File: config.mk
export PLATFORM = sky130hd
export DESIGN_NAME = serial_adder
export DESIGN_NICKNAME = d
export VERILOG_FILES = /design/src/rtl/serial_adder_pkg.sv /design/src/rtl/serial_adder_full_adder_cell.sv /design/src/rtl/serial_adder.sv
export SDC_FILE = /design/constraint.sdc
export NUM_CORES = 1
export LEC_CHECK = 0
export ABC_AREA = 1
export CORE_MARGIN = 2
export CORE_UTILIZATION = 49
export DETAILED_ROUTE_END_ITERATION = 10
export PLACE_DENSITY = 0.86
export RECOVER_POWER = 50
export SETUP_SLACK_MARGIN = 0.2
export SLEW_MARGIN = 20
export SYNTH_ARGS = -nofsm -noshare
export SYNTH_HDL_FRONTEND = slang
export SYNTH_SLANG_ARGS = --single-unit
File: constraint.sdc
create_clock -name clk -period 1.35 [get_ports clk]
set_input_delay 0.135 -clock clk [delete_from_list [all_inputs] [get_ports clk]]
set_output_delay 0.135 -clock clk [all_outputs]
set_load 0.02 [all_outputs]
File: src/rtl/serial_adder_pkg.sv
// Shared types and constants for the bit-serial adder slice.
package serial_adder_pkg;

  typedef enum logic [1:0] {
    IDLE = 2'd0,
    RUN  = 2'd1,
    DONE = 2'd2
  } state_t;

  localparam int DEFAULT_WIDTH = 8;

endpackage

File: src/rtl/serial_adder_full_adder_cell.sv
// One-bit full adder composed from two half-adder cells and an OR for carry-out.
module half_adder (
  input  logic x,
  input  logic y,
  output logic s,
  output logic c
);
  assign s = x ^ y;
  assign c = x & y;
endmodule

module full_adder_cell
  import serial_adder_pkg::*;
(
  input  logic x,
  input  logic y,
  input  logic ci,
  output logic s,
  output logic co
);
  logic s0, c0, c1;

  half_adder u_ha0 (.x(x),  .y(y),  .s(s0), .c(c0));
  half_adder u_ha1 (.x(s0), .y(ci), .s(s),  .c(c1));

  // At most one of c0/c1 can be set, so OR equals the majority function.
  assign co = c0 | c1;
endmodule

File: src/rtl/serial_adder.sv
// Bit-serial WIDTH-bit adder, LSB first, one bit per clock.
// Optional signed-overflow output enabled by defining SERIAL_ADDER_OVF_EN.
module serial_adder
  import serial_adder_pkg::*;
#(
  parameter int WIDTH = DEFAULT_WIDTH,
  parameter int CNT_W = $clog2(WIDTH + 1)
) (
  input  logic             clk,
  input  logic             rst,
  input  logic             start,
  input  logic [WIDTH-1:0] a,
  input  logic [WIDTH-1:0] b,
  input  logic             cin,
  output logic             busy,
  output logic             done,
  output logic [WIDTH-1:0] sum,
  output logic             carry
`ifdef SERIAL_ADDER_OVF_EN
  ,
  output logic             overflow
`endif
);

  state_t           state;
  state_t           state_nxt;
  logic [WIDTH-1:0] shift_a;
  logic [WIDTH-1:0] shift_b;
  logic             c_reg;
  logic [CNT_W-1:0] cnt;
  logic             bit_s;
  logic             bit_co;
  logic             accept;
  logic             last_bit;

  full_adder_cell u_fa (
    .x  (shift_a[0]),
    .y  (shift_b[0]),
    .ci (c_reg),
    .s  (bit_s),
    .co (bit_co)
  );

  // A new request is only taken outside RUN; DONE accepts directly for back-to-back issue.
  assign accept   = start && (state != RUN);
  assign last_bit = (state == RUN) && (cnt == CNT_W'(WIDTH - 1));

  always_ff @(posedge clk) begin
    if (rst) state <= IDLE;
    else     state <= state_nxt;
  end

  always_comb begin
    state_nxt = state;
    busy      = 1'b0;
    done      = 1'b0;
    case (state)
      IDLE: begin
        if (start) state_nxt = RUN;
      end
      RUN: begin
        busy = 1'b1;
        if (last_bit) state_nxt = DONE;
      end
      DONE: begin
        done      = 1'b1;
        state_nxt = start ? RUN : IDLE;
      end
      default: state_nxt = IDLE;
    endcase
  end

  always_ff @(posedge clk) begin
    if (rst) begin
      shift_a <= '0;
      shift_b <= '0;
      c_reg   <= 1'b0;
      cnt     <= '0;
      sum     <= '0;
      carry   <= 1'b0;
    end else if (accept) begin
      shift_a <= a;
      shift_b <= b;
      c_reg   <= cin;
      cnt     <= '0;
    end else if (state == RUN) begin
      shift_a <= {1'b0, shift_a[WIDTH-1:1]};
      shift_b <= {1'b0, shift_b[WIDTH-1:1]};
      c_reg   <= bit_co;
      cnt     <= cnt + CNT_W'(1);
      // Sum bits enter at the MSB so the LSB lands at bit 0 after WIDTH shifts.
      sum     <= {bit_s, sum[WIDTH-1:1]};
      if (last_bit) carry <= bit_co;
    end
  end

`ifdef SERIAL_ADDER_OVF_EN
  // On the MSB edge c_reg is the carry into the MSB and bit_co the carry out of it.
  always_ff @(posedge clk) begin
    if (rst || accept) overflow <= 1'b0;
    else if (last_bit) overflow <= c_reg ^ bit_co;
  end
`endif

endmodule

==> out/results.ini <==
[clock_network]
cts_tree=yes
cts-root-buf=clkbuf_4
clk_pin_slew_worst_paths_ns=0.09
htree_num_levels=2
clk_latency_ns=0.33
numCtsBuffers=5
cts_sinks=32
clockBufferDepth=2
ctsHoldBuffers=0

[power_and_ir_drop]
powerDensity_nw_per_um2=1070
p_leak_nw=0.902
ir_drop_v=0.000858

[floorplan]
die_y_um=58.5
die_w_um=58.5
core_um2=2780
ios=31
fp-row-count=19
initial_core_util_pct=52.3
die_area_um2=3420

[synthesis]
ys_seq_elements=32
ys_seq_area_share_pct=44.1
yosys.cell_types.count=18
syn_area_um2=1450
ys_warn_count=0
syn-instance-count=204
synth_fp_nets=226
synth_area_per_cell_um2=7.13

[place]
dpl.hpwl_um=2120
dp.cells=261
gp_congestion=0.712
placed_area_um2=1800
place_ws_ns=0.0739
portBuffers=30

[layout]
final-seq-area_um2=647
diodes=0
finalInstanceArea_um2=1920
multi_input_area_um2=677
stdcell_count=272
area.growth.synth_to_final_pct=31.8
reg_top3=shift_a: 8 flops, shift_b: 8 flops, sum: 8 flops
nets=263
drive_gt1_share_pct=12.4
fillers=240
mostFrequentLayoutCells=nand3_1 (53), nand2_1 (42), dfxtp_1 (29)
final_common_cell=nand3_1

[worst_setup_path]
reg2reg_from=state[0]
r2r_setup_slack_ns=0.14
reg2reg_to=c_reg
max_stage_delay_ns=0.36
critPathLaunch=state[0]
endpoint=busy
required_ns=1.22
cp_cell_sequence=inv_1 -> nor2_4 -> buf_6
startpoint_type=flip-flop
arrival_ns=1.08
ff2ff_path_depth=7
critical_path.slowest_cell=dfxtp_1
crit_fanout=3
critPathKind=reg2out
cp-end-kind=output port

[detailed_routing]
drc=0
drt_pre_antenna_iters=5
drt_wl_total_um=3360
drt_iter0_drc=33
antenna_left=0
num_vias=1393
avgViaCountPerCell=5.12
wl_per_cell_um=12.4

[sta]
worst_slack_ns=0.133
post-route-period-util_pct=90.1
slew_violations=0
worst_slew_pin_slew_ns=0.303
fmaxAchievable_ghz=0.822
clock_skew_ns=0.00544
final_period_minus_worst_setup_slack_ns=1.22
finalSetupTns_ns=0
grt_setup_unrepaired=true
whs_ns=0.380
relSlewSlack_pct=79.9
hold_violations=0
report.final.setup_viol=0

[run]
max-cap-violations=0

[grt]
antenna_found_initial=0
grt_pass1_vias=1220
grt_max_degree=46
grt_pass1_wl_um=5410
track_usage_pct=21.3
overflow=0

[worst_hold_path]
min_path_type=in2reg
worstHoldPathCells=3

[outcome]
status=finished clean

## critical path: cells and delay by family (launching register included)
family | cells | cell delay, ns
flip-flops | 1 | 0.36
buffers and inverters | 2 | 0.24
AND/OR/NAND/NOR | 1 | 0.16
## kinds of logic after synthesis
family | synth area share (%)
fa+ha+maj | 2.24
flops | 44.1
xor+xnor | 0.603
buf+inv | 11.0
compound gates | 4.82
simple gates | 37.3
## per-stage QoR
stage	power, mW	util, %
global placement	1.43	64.6
global route	2.17	68.9
CTS	2.06	68.9
finish	2.06	68.9
detailed placement	1.44	64.6
floorplan	1.28	-
## cell usage after synthesis, drive strengths merged
master | count | share of area [%]
xor2 | 1 | 0.60
fa | 1 | 1.4
nand3 | 53 | 18
nand2 | 43 | 12
o21ai | 10 | 3.4
inv | 21 | 5.4
dfxtp | 32 | 44
nor2 | 26 | 7.4
ha | 1 | 0.86
a21oi | 4 | 1.4
buf | 12 | 5.6
## per-layer routing
layer | part of all wire, % | wire (µm) | vias up | global-route usage (%)
met5 | 0 | 0 | - | 0
met4 | 2.2 | 73 | 0 | 9.63
met3 | 7.1 | 238 | 8 | 7.69
met2 | 47 | 1590 | 44 | 33.7
met1 | 43 | 1460 | 617 | 25.8
li1 | - | - | 724 | -
## repair_timing
action,4_1_cts,5_1_grt
buffers inserted,0,2
gates resized for setup,38,16
setup endpoints to repair,37,26
cloned,1,1
pin swaps,0,2
## worst min path at each step
| stage | from | slack [ns] | endpoint |
|---|---|---|---|
| 3_5_place_dp | shift_b[7] | 0.46 | shift_b[7] |
| 2_1_floorplan | rst | 0.20 | shift_a[7] |
| 5_1_grt | a[7] | 0.37 | shift_a[7] |
| 4_1_cts | a[7] | 0.38 | shift_a[7] |
| 3_3_place_gp | shift_b[7] | 0.45 | shift_b[7] |
| 6_report | a[7] | 0.38 | shift_a[7] |
## power breakdown
part	switching, mW	internal (mW)	leakage [nW]
logic	0.215	0.196	0.600
clock network	0.311	0.295	0.0374
registers	0.0369	1.00	0.264
## layout make-up
type | count | area share, %
Clock buffer | 7 | 3.39
Inverter | 21 | 4.24
Multi-Input combinational cell | 140 | 35.3
Sequential cell | 32 | 33.7
Tap cell | 31 | 2.02
Timing Repair Buffer | 41 | 21.3
No activity file was read; power rests on OpenSTA's default activity.
